<file path="config.mk">
export PLATFORM = sky130hd
export DESIGN_NAME = ram_wr_ctrl
export DESIGN_NICKNAME = d
export VERILOG_FILES = /design/src/rtl/ram_wr_ctrl_pkg.sv /design/src/rtl/ram_wr_ctrl_arb.sv /design/src/rtl/ram_wr_ctrl.sv
export SDC_FILE = /design/constraint.sdc
export NUM_CORES = 1
export LEC_CHECK = 0
export ABC_AREA = 1
export BUFFER_PORTS_ARGS = -buffer_cell sky130_fd_sc_hd__buf_2
export CAP_MARGIN = 40
export CORE_ASPECT_RATIO = 2
export CORE_MARGIN = 3
export CORE_UTILIZATION = 31
export CTS_CLUSTER_DIAMETER = 120
export CTS_CLUSTER_SIZE = 28
export DETAILED_ROUTE_END_ITERATION = 16
export GPL_TIMING_DRIVEN = 1
export PLACE_DENSITY = 0.77
export SLEW_MARGIN = 15
export SYNTH_ARGS = -nofsm -noshare
export SYNTH_HDL_FRONTEND = slang
export SYNTH_HIERARCHICAL = 1
export SYNTH_SLANG_ARGS = --single-unit
</file>
<file path="constraint.sdc">
create_clock -name clk -period 3.16 [get_ports clk]
set_input_delay 0.632 -clock clk [delete_from_list [all_inputs] [get_ports clk]]
set_output_delay 0.632 -clock clk [all_outputs]
set_load 0.02 [all_outputs]
</file>
<file path="src/rtl/ram_wr_ctrl_pkg.sv">
// Shared types and defaults for the RAM write controller (ram_wr_ctrl).
// Optional read-back verification is enabled with the RAM_VERIFY_EN macro.
package ram_wr_ctrl_pkg;

    localparam int N_DEF         = 64;
    localparam int ADDR_BITS_DEF = 4;
    localparam logic [63:0] INIT_VALUE_DEF = 64'd0;

    localparam logic REQ0 = 1'b0;
    localparam logic REQ1 = 1'b1;

    typedef enum logic [1:0] {
        INIT  = 2'd0,
        IDLE  = 2'd1,
        WRITE = 2'd2,
        RESP  = 2'd3
    } state_e;

endpackage

</file>
<file path="src/rtl/ram_wr_ctrl_arb.sv">
// Two-way round-robin arbiter: on contention the requester that did not win last time is granted.
module rr_arb2
    import ram_wr_ctrl_pkg::*;
(
    input  logic valid0,
    input  logic valid1,
    input  logic last_grant,
    output logic grant_valid,
    output logic grant_id
);

    // Pick the winner among the currently valid requesters
    always_comb begin
        grant_valid = valid0 | valid1;
        grant_id    = REQ0;
        if (valid0 && valid1) begin
            grant_id = ~last_grant;
        end else if (valid1) begin
            grant_id = REQ1;
        end else begin
            grant_id = REQ0;
        end
    end

endmodule

</file>
<file path="src/rtl/ram_wr_ctrl.sv">
// RAM write controller: zero-fills the RAM after reset, then arbitrates two write requesters.
// Define RAM_VERIFY_EN to build the read-back comparator driving err/err_addr.
module ram_wr_ctrl
    import ram_wr_ctrl_pkg::*;
#(
    parameter int N                    = N_DEF,
    parameter int ADDR_BITS            = ADDR_BITS_DEF,
    parameter logic [N-1:0] INIT_VALUE = N'(INIT_VALUE_DEF)
) (
    input  logic                 clk,
    input  logic                 rst_n,
    input  logic                 req0_valid,
    input  logic [ADDR_BITS-1:0] req0_addr,
    input  logic [N-1:0]         req0_data,
    output logic                 req0_done,
    input  logic                 req1_valid,
    input  logic [ADDR_BITS-1:0] req1_addr,
    input  logic [N-1:0]         req1_data,
    output logic                 req1_done,
    output logic [ADDR_BITS-1:0] ram_addr,
    output logic [N-1:0]         ram_data_in,
    output logic                 ram_wr_en,
    input  logic [N-1:0]         ram_data_out,
    output logic                 init_done,
    output logic                 err,
    output logic [ADDR_BITS-1:0] err_addr
);

    localparam logic [ADDR_BITS-1:0] LAST_ADDR = {ADDR_BITS{1'b1}};

    state_e               state_q, state_d;
    logic [ADDR_BITS-1:0] init_cnt_q, init_cnt_d;
    logic                 last_grant_q, last_grant_d;
    logic                 gnt_id_q, gnt_id_d;
    logic [ADDR_BITS-1:0] ram_addr_q, ram_addr_d;
    logic [N-1:0]         ram_data_in_q, ram_data_in_d;
    logic                 ram_wr_en_q, ram_wr_en_d;
    logic                 req0_done_q, req0_done_d;
    logic                 req1_done_q, req1_done_d;
    logic                 init_done_q, init_done_d;
    logic                 err_q, err_d;
    logic [ADDR_BITS-1:0] err_addr_q, err_addr_d;

    logic arb_valid_s;
    logic arb_id_s;
    logic init_last_s;

    rr_arb2 u_arb (
        .valid0      (req0_valid),
        .valid1      (req1_valid),
        .last_grant  (last_grant_q),
        .grant_valid (arb_valid_s),
        .grant_id    (arb_id_s)
    );

    // The final init word is on the bus once the top address has been issued
    assign init_last_s = ram_wr_en_q && (ram_addr_q == LAST_ADDR);

    // State and output registers
    always_ff @(posedge clk) begin
        if (!rst_n) begin
            state_q       <= INIT;
            init_cnt_q    <= '0;
            last_grant_q  <= REQ1;
            gnt_id_q      <= REQ0;
            ram_addr_q    <= '0;
            ram_data_in_q <= '0;
            ram_wr_en_q   <= 1'b0;
            req0_done_q   <= 1'b0;
            req1_done_q   <= 1'b0;
            init_done_q   <= 1'b0;
            err_q         <= 1'b0;
            err_addr_q    <= '0;
        end else begin
            state_q       <= state_d;
            init_cnt_q    <= init_cnt_d;
            last_grant_q  <= last_grant_d;
            gnt_id_q      <= gnt_id_d;
            ram_addr_q    <= ram_addr_d;
            ram_data_in_q <= ram_data_in_d;
            ram_wr_en_q   <= ram_wr_en_d;
            req0_done_q   <= req0_done_d;
            req1_done_q   <= req1_done_d;
            init_done_q   <= init_done_d;
            err_q         <= err_d;
            err_addr_q    <= err_addr_d;
        end
    end

    // Next-state logic
    always_comb begin
        state_d = state_q;
        case (state_q)
            INIT: begin
                if (init_last_s) state_d = IDLE;
                else             state_d = INIT;
            end
            IDLE: begin
                if (arb_valid_s) state_d = WRITE;
                else             state_d = IDLE;
            end
            WRITE:   state_d = RESP;
            RESP:    state_d = IDLE;
            default: state_d = INIT;
        endcase
    end

    // Registered-output and datapath next values
    always_comb begin
        init_cnt_d    = init_cnt_q;
        last_grant_d  = last_grant_q;
        gnt_id_d      = gnt_id_q;
        ram_addr_d    = ram_addr_q;
        ram_data_in_d = ram_data_in_q;
        ram_wr_en_d   = 1'b0;
        req0_done_d   = 1'b0;
        req1_done_d   = 1'b0;
        init_done_d   = init_done_q;
        err_d         = err_q;
        err_addr_d    = err_addr_q;
        case (state_q)
            INIT: begin
                if (init_last_s) begin
                    init_done_d = 1'b1;
                end else begin
                    ram_wr_en_d   = 1'b1;
                    ram_addr_d    = init_cnt_q;
                    ram_data_in_d = INIT_VALUE;
                    if (init_cnt_q != LAST_ADDR) init_cnt_d = init_cnt_q + ADDR_BITS'(1);
                    else                         init_cnt_d = init_cnt_q;
                end
            end
            IDLE: begin
                if (arb_valid_s) begin
                    ram_wr_en_d   = 1'b1;
                    gnt_id_d      = arb_id_s;
                    last_grant_d  = arb_id_s;
                    if (arb_id_s == REQ1) begin
                        ram_addr_d    = req1_addr;
                        ram_data_in_d = req1_data;
                    end else begin
                        ram_addr_d    = req0_addr;
                        ram_data_in_d = req0_data;
                    end
                end else begin
                    ram_wr_en_d = 1'b0;
                end
            end
            WRITE: begin
                req0_done_d = (gnt_id_q == REQ0);
                req1_done_d = (gnt_id_q == REQ1);
            end
            RESP: begin
`ifdef RAM_VERIFY_EN
                // Only the first corrupted address is kept
                if (!err_q && (ram_data_out != ram_data_in_q)) begin
                    err_d      = 1'b1;
                    err_addr_d = ram_addr_q;
                end else begin
                    err_d      = err_q;
                    err_addr_d = err_addr_q;
                end
`else
                err_d      = 1'b0;
                err_addr_d = '0;
`endif
            end
            default: begin
                ram_wr_en_d = 1'b0;
            end
        endcase
    end

`ifndef RAM_VERIFY_EN
    logic unused_rd_s;
    assign unused_rd_s = ^ram_data_out;
`endif

    assign ram_addr    = ram_addr_q;
    assign ram_data_in = ram_data_in_q;
    assign ram_wr_en   = ram_wr_en_q;
    assign req0_done   = req0_done_q;
    assign req1_done   = req1_done_q;
    assign init_done   = init_done_q;
    assign err         = err_q;
    assign err_addr    = err_addr_q;

endmodule

</file>
==> results of run 1 <==
state kept, by name (all words and copies together) (netlist names), named ones only:
register,cells
ram_wr_en,1
gnt_id_q,1
ram_addr,4
req0_done,1
last_grant_q,1
req1_done,1
state_q,1
init_done,1
ram_data_in,64
init_cnt_q,4
power breakdown:
part / leakage, nW / switching [mW] / internal, mW
registers: 0.646 / 0.00873 / 1.02
clock network: 0.134 / 0.389 / 0.600
logic: 2.06 / 0.0944 / 0.0952
worst max-delay path by stage:
stage	end	cells past startpoint	slack (ns)
floorplan	ram_data_in[58]$_SDFFE_PN0P_	8	1.50
global placement	ram_data_in[11]$_SDFFE_PN0P_	8	0.89
detailed placement	ram_data_in[1]$_SDFFE_PN0P_	8	0.85
CTS	ram_data_in[0]$_SDFFE_PN0P_	8	1.22
global route	ram_data_in[12]$_SDFFE_PN0P_	8	1.01
finish	ram_data_in[0]$_SDFFE_PN0P_	8	1.20
final cells by class:
cell class	instances	area, um^2
clock buffers	10	229.0
clock inverters	4	47.55
fillers	1229	6396
inverters	48	180.2
multi-input cells	337	1719
flip-flops and latches	80	1602
well taps	142	177.7
repair buffers	218	1141
kinds of logic after synthesis:
group	after synthesis
AO/OA/AOI/OAI	81
XOR/XNOR	1
adder cells (fa/ha/maj)	1
buffers and inverters	82
flip-flops	80
other	1
AND/OR/NAND/NOR	249
critical path, cell delays in order:
cell	delay, ns
buf_2	0.08
inv_1	0.05
a21oi_4	0.11
buf_4	0.40
buf_4	0.55
nand2_1	0.11
o211ai_1	0.11
nand2_1	0.08
cells in the final DEF (no fill, tap or decap), drive strengths merged:
master	netlist	final
o21ai	9	9
clkinv	0	2
nand2	191	191
conb	1	5
ha	1	1
clkinvlp	0	1
nand4	1	1
or2	28	28
buf	21	218
xor2	1	1
nor2	14	14
a21oi	7	7
o211ai	64	64
nand3	15	15
clkbuf	13	10
bufinv	0	1
o21a	1	1
dfxtp	80	80
inv	48	48
Yosys cell counts, drive strengths merged (7+ instances only):
master,number,area [um^2]
or2,28,175.2
o21ai,9,45.04
buf,21,171.4
nand2,191,759.5
dfxtp,80,1602
nand3,15,75.07
inv,48,180.2
a21oi,7,35.03
nor2,14,83.83
o211ai,64,480.5
clkbuf,13,48.80
per-stage QoR:
step	setup WS (ns)	util	hold slack, ns	std cells
4_1_cts	1.221	0.4434	0.4423	839
3_5_place_dp	0.8526	0.4194	0.4285	825
6_report	1.200	0.4434	0.4383	839
3_3_place_gp	0.8913	0.4170	0.4239	824
5_1_grt	1.011	0.4434	0.4533	839
2_1_floorplan	1.503	-	0.4132	499
layer usage:
layer | vias up | wire length [um]
met4 | 0 | 204
met1 | 1603 | 4276
li1 | 1971 | -
met5 | - | 0
met3 | 14 | 711
met2 | 155 | 5264
==> results.sh, run 1 <==
export IMPL_synth_xor_area_frac=0.002370
export IMPL_finalPower_mw=2.205
export IMPL_synth_seq_cells=80
export IMPL_clock_latency_ns=0.33
export IMPL_final_area_mm2=0.005096
export IMPL_die_h_um=160.4
export IMPL_cts_buffers=9
export IMPL_power_density_mw_per_mm2=432.7
export IMPL_placed_area_mm2=0.004820
export IMPL_cts_resized=0
export IMPL_clk_transition_reported_paths_ns=0.06
export IMPL_critPathCaptureType="flip-flop"
export IMPL_hold_path_endpoint="ram_data_in[60]$_SDFFE_PN0P_"
export IMPL_synth_distinct_cells=25
export IMPL_status="finished clean"
export IMPL_vias=3743
export IMPL_hold_start="ram_data_in[60]$_SDFFE_PN0P_"
export IMPL_hold_viol=0
export IMPL_syn_area_per_cell_um2=7.464
export IMPL_max_clock_freq_mhz=510.3
export IMPL_p_leak_nw=2.837
export IMPL_synthCells=495
export IMPL_r2r_start="last_grant_q$_SDFFE_PN1P_"
export IMPL_final_antenna_net_count=0
export IMPL_max_slew_margin=0.6249
export IMPL_async_reset_ff_frac=0
export IMPL_io_pins=281
export IMPL_dr_pass1_iters=4
export IMPL_yosysWarnings=6
export IMPL_cts_tree="yes"
export IMPL_synth_top_family_by_area="simple AND/OR/NAND/NOR gates"
export IMPL_required_ns=3.38
export IMPL_drt_wl_total_um=10460
export IMPL_netlist_area_mm2=0.003695
export IMPL_initial_utilization=0.3215
export IMPL_use_met1=0.1755
export IMPL_grt_usage=0.1562
export IMPL_clockRootBuffer="clkbuf_16"
export IMPL_fp_coreArea_mm2=0.01149
export IMPL_die_w_um=83.20
export IMPL_rsz0062_at_grt="false"
export IMPL_n_antenna_cell=0
export IMPL_drv_cap=0
export IMPL_setup_worst_path_start="req1_valid"
export IMPL_synth_mux_area_frac=0
export IMPL_finalClockSkew_ns=0.008078
export IMPL_wire_per_inst_um=12.46
export IMPL_h_tree_depth=3
export IMPL_busiest_layer="met2"
export IMPL_first_global_vias=3539
export IMPL_finalSetupViolations=0
export IMPL_worstReg2RegEnd="ram_data_in[0]$_SDFFE_PN0P_"
export IMPL_grt_max_degree=62
export IMPL_post_cts_setup_buffers=0
export IMPL_synthAdderAreaFrac=0.003386
export IMPL_period_minus_slack_ns=1.960
export IMPL_worstSetupStartpointType="input port"
export IMPL_cts_hold_buffers=0
export IMPL_cp_max_fo=61
export IMPL_grt_ovfl_total=0
export IMPL_met3_usage=0.03850
export IMPL_routed_via_density=4.461
export IMPL_rr_worst_depth=6
export IMPL_synth_edf_count=0
export IMPL_dp_hpwl_um=8041
export IMPL_hold_depth=2
export IMPL_synth_ff_type="dfxtp_1"
export IMPL_r2r_slack_ns=1.27
export IMPL_seq_area_frac_synth=0.4335
export IMPL_max_slew_worst_pin_slew_ns=0.5627
export IMPL_syn_to_final_growth_pct=37.93
export IMPL_synth_compound_area_frac=0.1537
export IMPL_drc=0
export IMPL_hold_class="reg2reg"
export IMPL_row_count=55
export IMPL_grt_use_met2=0.2774
export IMPL_io_buffers=211
export IMPL_fin_setup_tns_ns=0
export IMPL_yosys_area_share_simple=0.2977
export IMPL_drv_slew=0
export IMPL_cts_sinks=80
export IMPL_ir_drop_v=0.0002505
export IMPL_gp_congestion=0.8097
export IMPL_final_nets=899
export IMPL_fp_dieArea_mm2=0.01334
export IMPL_clockBufferDepth=2
export IMPL_drive_above_1_share=0.3960
export IMPL_drt_iter0_markers=103
export IMPL_grt_pass1_wl_um=16850
export IMPL_crit_type="in2reg"
export IMPL_antenna_found_initial=0
export IMPL_finalCritPeriodShare=0.6202
export IMPL_arrival_ns=2.18
Power figures use the tool's default switching activity.
==> run 2, diff against run 1 <==
--- a/config.mk
+++ b/config.mk
@@ -5,7 +5,7 @@
 export SDC_FILE = /design/constraint.sdc
 export NUM_CORES = 1
 export LEC_CHECK = 0
-export ABC_AREA = 1
+export ABC_AREA = 0
 export BUFFER_PORTS_ARGS = -buffer_cell sky130_fd_sc_hd__buf_2
 export CAP_MARGIN = 40
 export CORE_ASPECT_RATIO = 2
@@ -15,7 +15,7 @@
 export CTS_CLUSTER_SIZE = 28
 export DETAILED_ROUTE_END_ITERATION = 16
 export GPL_TIMING_DRIVEN = 1
-export PLACE_DENSITY = 0.77
+export PLACE_DENSITY = 0.81
 export SLEW_MARGIN = 15
 export SYNTH_ARGS = -nofsm -noshare
 export SYNTH_HDL_FRONTEND = slang
==> constraint.sdc (replaced) <==
create_clock -name clk -period 1.8 [get_ports clk]
set_input_delay 0.36 -clock clk [delete_from_list [all_inputs] [get_ports clk]]
set_output_delay 0.36 -clock clk [all_outputs]
set_load 0.02 [all_outputs]
==> results.sh, run 2 <==
export IMPL_status="finished clean"
export IMPL_drv_cap=0
export IMPL_hold_class="in2reg"
export IMPL_final_nets=712
export IMPL_routed_via_density=4.849
export IMPL_synth_distinct_cells=31
export IMPL_period_minus_slack_ns=1.672
export IMPL_crit_type="reg2reg"
export IMPL_grt_max_degree=48
export IMPL_cts_sinks=80
export IMPL_critPathMaxStageDelay_ns=0.39
export IMPL_yosys_area_top_type_share=0.4728
export IMPL_drt_iter0_markers=94
export IMPL_fp_dieArea_mm2=0.01229
export IMPL_rr_worst_depth=5
export IMPL_syn_area_per_cell_um2=11.33
export IMPL_netlist_area_mm2=0.003387
export IMPL_drive_above_1_share=0.4716
export IMPL_seq_area_frac_synth=0.4728
export IMPL_clk_transition_reported_paths_ns=0.06
export IMPL_hold_depth=3
export IMPL_gp_congestion=0.8215
export IMPL_final_cells=649
export IMPL_synth_area_leaders="dfxtp_1 47%, mux2i_1 20%, o2bb2ai_1 17%, buf_6 2.0%, clkbuf_1 1.6%"
export IMPL_hold_path_endpoint="ram_data_in[38]$_SDFFE_PN0P_"
export IMPL_grt_ovfl_total=0
export IMPL_finalSetupViolations=0
export IMPL_worstReg2RegEnd="init_cnt_q[0]$_SDFFE_PN0P_"
export IMPL_wire_per_inst_um=15.39
export IMPL_r2r_slack_ns=0.13
export IMPL_cts_buffers=9
export IMPL_die_h_um=153.8
export IMPL_grt_pass1_wl_um=15550
export IMPL_cp_max_fo=4
export IMPL_r2r_start="init_cnt_q[0]$_SDFFE_PN0P_"
export IMPL_synth_ff_type="dfxtp_1"
export IMPL_finalPower_mw=4.027
export IMPL_final_cell_mix="211 x buf_2, 80 x dfxtp_1, 69 x mux2i_1"
export IMPL_critPathCaptureType="flip-flop"
export IMPL_synth_top_area_cell="dfxtp_1"
export IMPL_yosysWarnings=6
export IMPL_synth_seq_cells=80
export IMPL_required_ns=2.01
export IMPL_clockBufferDepth=2
export IMPL_cts_hold_buffers=0
export IMPL_io_buffers=211
export IMPL_grt_usage=0.1599
export IMPL_syn_to_final_growth_pct=45.47
export IMPL_dp_hpwl_um=7842
export IMPL_finalClockSkew_ns=0.005763
export IMPL_drt_wl_total_um=9990
export IMPL_p_leak_nw=2.312
export IMPL_ir_drop_v=0.0004791
export IMPL_power_density_mw_per_mm2=817.3
export IMPL_final_antenna_net_count=0
export IMPL_finalCritPeriodShare=0.9291
export IMPL_vias=3147
export IMPL_rsz0062_at_grt="false"
export IMPL_first_global_vias=3225
export IMPL_hold_start="req0_data[38]"
export IMPL_dr_pass1_iters=4
export IMPL_fin_setup_tns_ns=0
export IMPL_cp_buffers_inverters=0
export IMPL_crit_slowest_cell="a311o_1"
export IMPL_post_cts_setup_buffers=0
export IMPL_arrival_ns=1.89
export IMPL_h_tree_depth=3
export IMPL_fillers=995
export IMPL_crit_chain="ha_1 > a311o_1 > a21oi_1 > xor2_1 > and2_1"
export IMPL_synthTopCellsByCount="80 x dfxtp_1, 69 x mux2i_1, 64 x o2bb2ai_1, 14 x clkbuf_1, 13 x nand2_1"
export IMPL_row_count=53
export IMPL_hold_viol=0
export IMPL_fp_coreArea_mm2=0.01061
export IMPL_worstSetupStartpointType="flip-flop"
export IMPL_drc=0
export IMPL_synthCells=299
export IMPL_initial_utilization=0.3192
export IMPL_antenna_found_initial=0
export IMPL_mostFrequentLayoutCell="buf_2"
export IMPL_max_clock_freq_mhz=597.9
export IMPL_clockRootBuffer="clkbuf_16"
export IMPL_path_delay_family="compound AO/OA/AOI/OAI gates"
export IMPL_async_reset_ff_frac=0
export IMPL_synth_edf_count=0
export IMPL_die_w_um=79.91
export IMPL_largest_register_ffs=64
export IMPL_cts_resized=0
export IMPL_cts_tree="yes"
export IMPL_io_pins=281
export IMPL_drv_slew=0
export IMPL_dp_cells=633
export IMPL_synth_most_common_cell="dfxtp_1"
export IMPL_clock_latency_ns=0.32
==> run 2: cell types whose count changed in the layout (fill, tap and decap cells not counted), moves of 5 or more <==
cell / previous run / this run
inv_1: 47 / 1
mux2i_1: 0 / 69
nand2_1: 178 / 13
nand2_2: 11 / 0
nand3_1: 15 / 3
nor2_1: 11 / 2
nor2b_1: 0 / 7
o211ai_1: 64 / 0
o21ai_0: 9 / 4
o2bb2ai_1: 0 / 64
or2_2: 27 / 0
==> run 2: metrics by stage <==
stage	utilization	worst slack [ns]	instance area, um^2	hold slack (ns)
floorplan	-	0.1746	3402	0.4029
global placement	0.4356	0.1650	4622	0.4131
detailed placement	0.4356	0.1346	4622	0.4245
CTS	0.4642	0.1451	4925	0.2908
global route	0.4642	0.05784	4925	0.3057
finish	0.4644	0.1276	4927	0.3033
==> run 2: cell type report <==
cell class / count / area [um^2] / area share
clock inverters: 4 / 70.07 / 0.01422
repair buffers: 222 / 1201 / 0.2438
clock buffers: 11 / 232.7 / 0.04723
inverters: 1 / 3.754 / 0.0007618
well taps: 137 / 171.4 / 0.03479
multi-input cells: 193 / 1644 / 0.3337
flip-flops and latches: 80 / 1602 / 0.3250
diodes: 1 / 2.502 / 0.0005079
==> run 2: cells by family (layout without fill, tap and decap cells) <==
group,Yosys count,count (layout),synth area share
AOI/OAI and AO/OA,81,81,0.2065
xor gates and xnor gates,2,2,0.005173
and+or+nand+nor,35,35,0.05357
DFF,80,80,0.4728
buffers and inverters,30,238,0.05319
adders and majority gates,1,1,0.003694
muxes,69,69,0.2039
other,1,6,0.001107
==> run 2: layer usage <==
layer	GRT usage	vias to the layer above	routed length [um]
met5	0	-	0
met4	0.07494	0	250
met3	0.03634	20	794
met2	0.2753	180	5111
met1	0.1823	1409	3834
li1	-	1538	-
==> run 2: how the worst max path moves through the flow <==
stage                                     startpoint                      endpoint  slack (ns)  depth (start not counted)
after floorplan             ram_addr[2]$_SDFFE_PN0P_   ram_data_in[0]$_SDFFE_PN0P_        0.17                          6
after global placement                    req1_valid  ram_data_in[52]$_SDFFE_PN0P_        0.17                          7
after detailed placement                  req0_valid  ram_data_in[43]$_SDFFE_PN0P_        0.13                          7
after CTS                 init_cnt_q[0]$_SDFFE_PN0P_    init_cnt_q[0]$_SDFFE_PN0P_        0.15                          5
after global routing      init_cnt_q[0]$_SDFFE_PN0P_    init_cnt_q[0]$_SDFFE_PN0P_        0.06                          5
final                     init_cnt_q[0]$_SDFFE_PN0P_    init_cnt_q[0]$_SDFFE_PN0P_        0.13                          5
==> run 2: worst min-delay path, stage by stage <==
cell and delay [ns]:
buf_2 0.07, mux2i_1 0.05, o2bb2ai_1 0.11
==> run 2: report_power, final <==
part / switching (mW) / internal [mW]
combinational: 0.160 / 0.211
sequential: 0.00911 / 1.78
clock: 0.664 / 1.20
total: 0.833 / 3.19
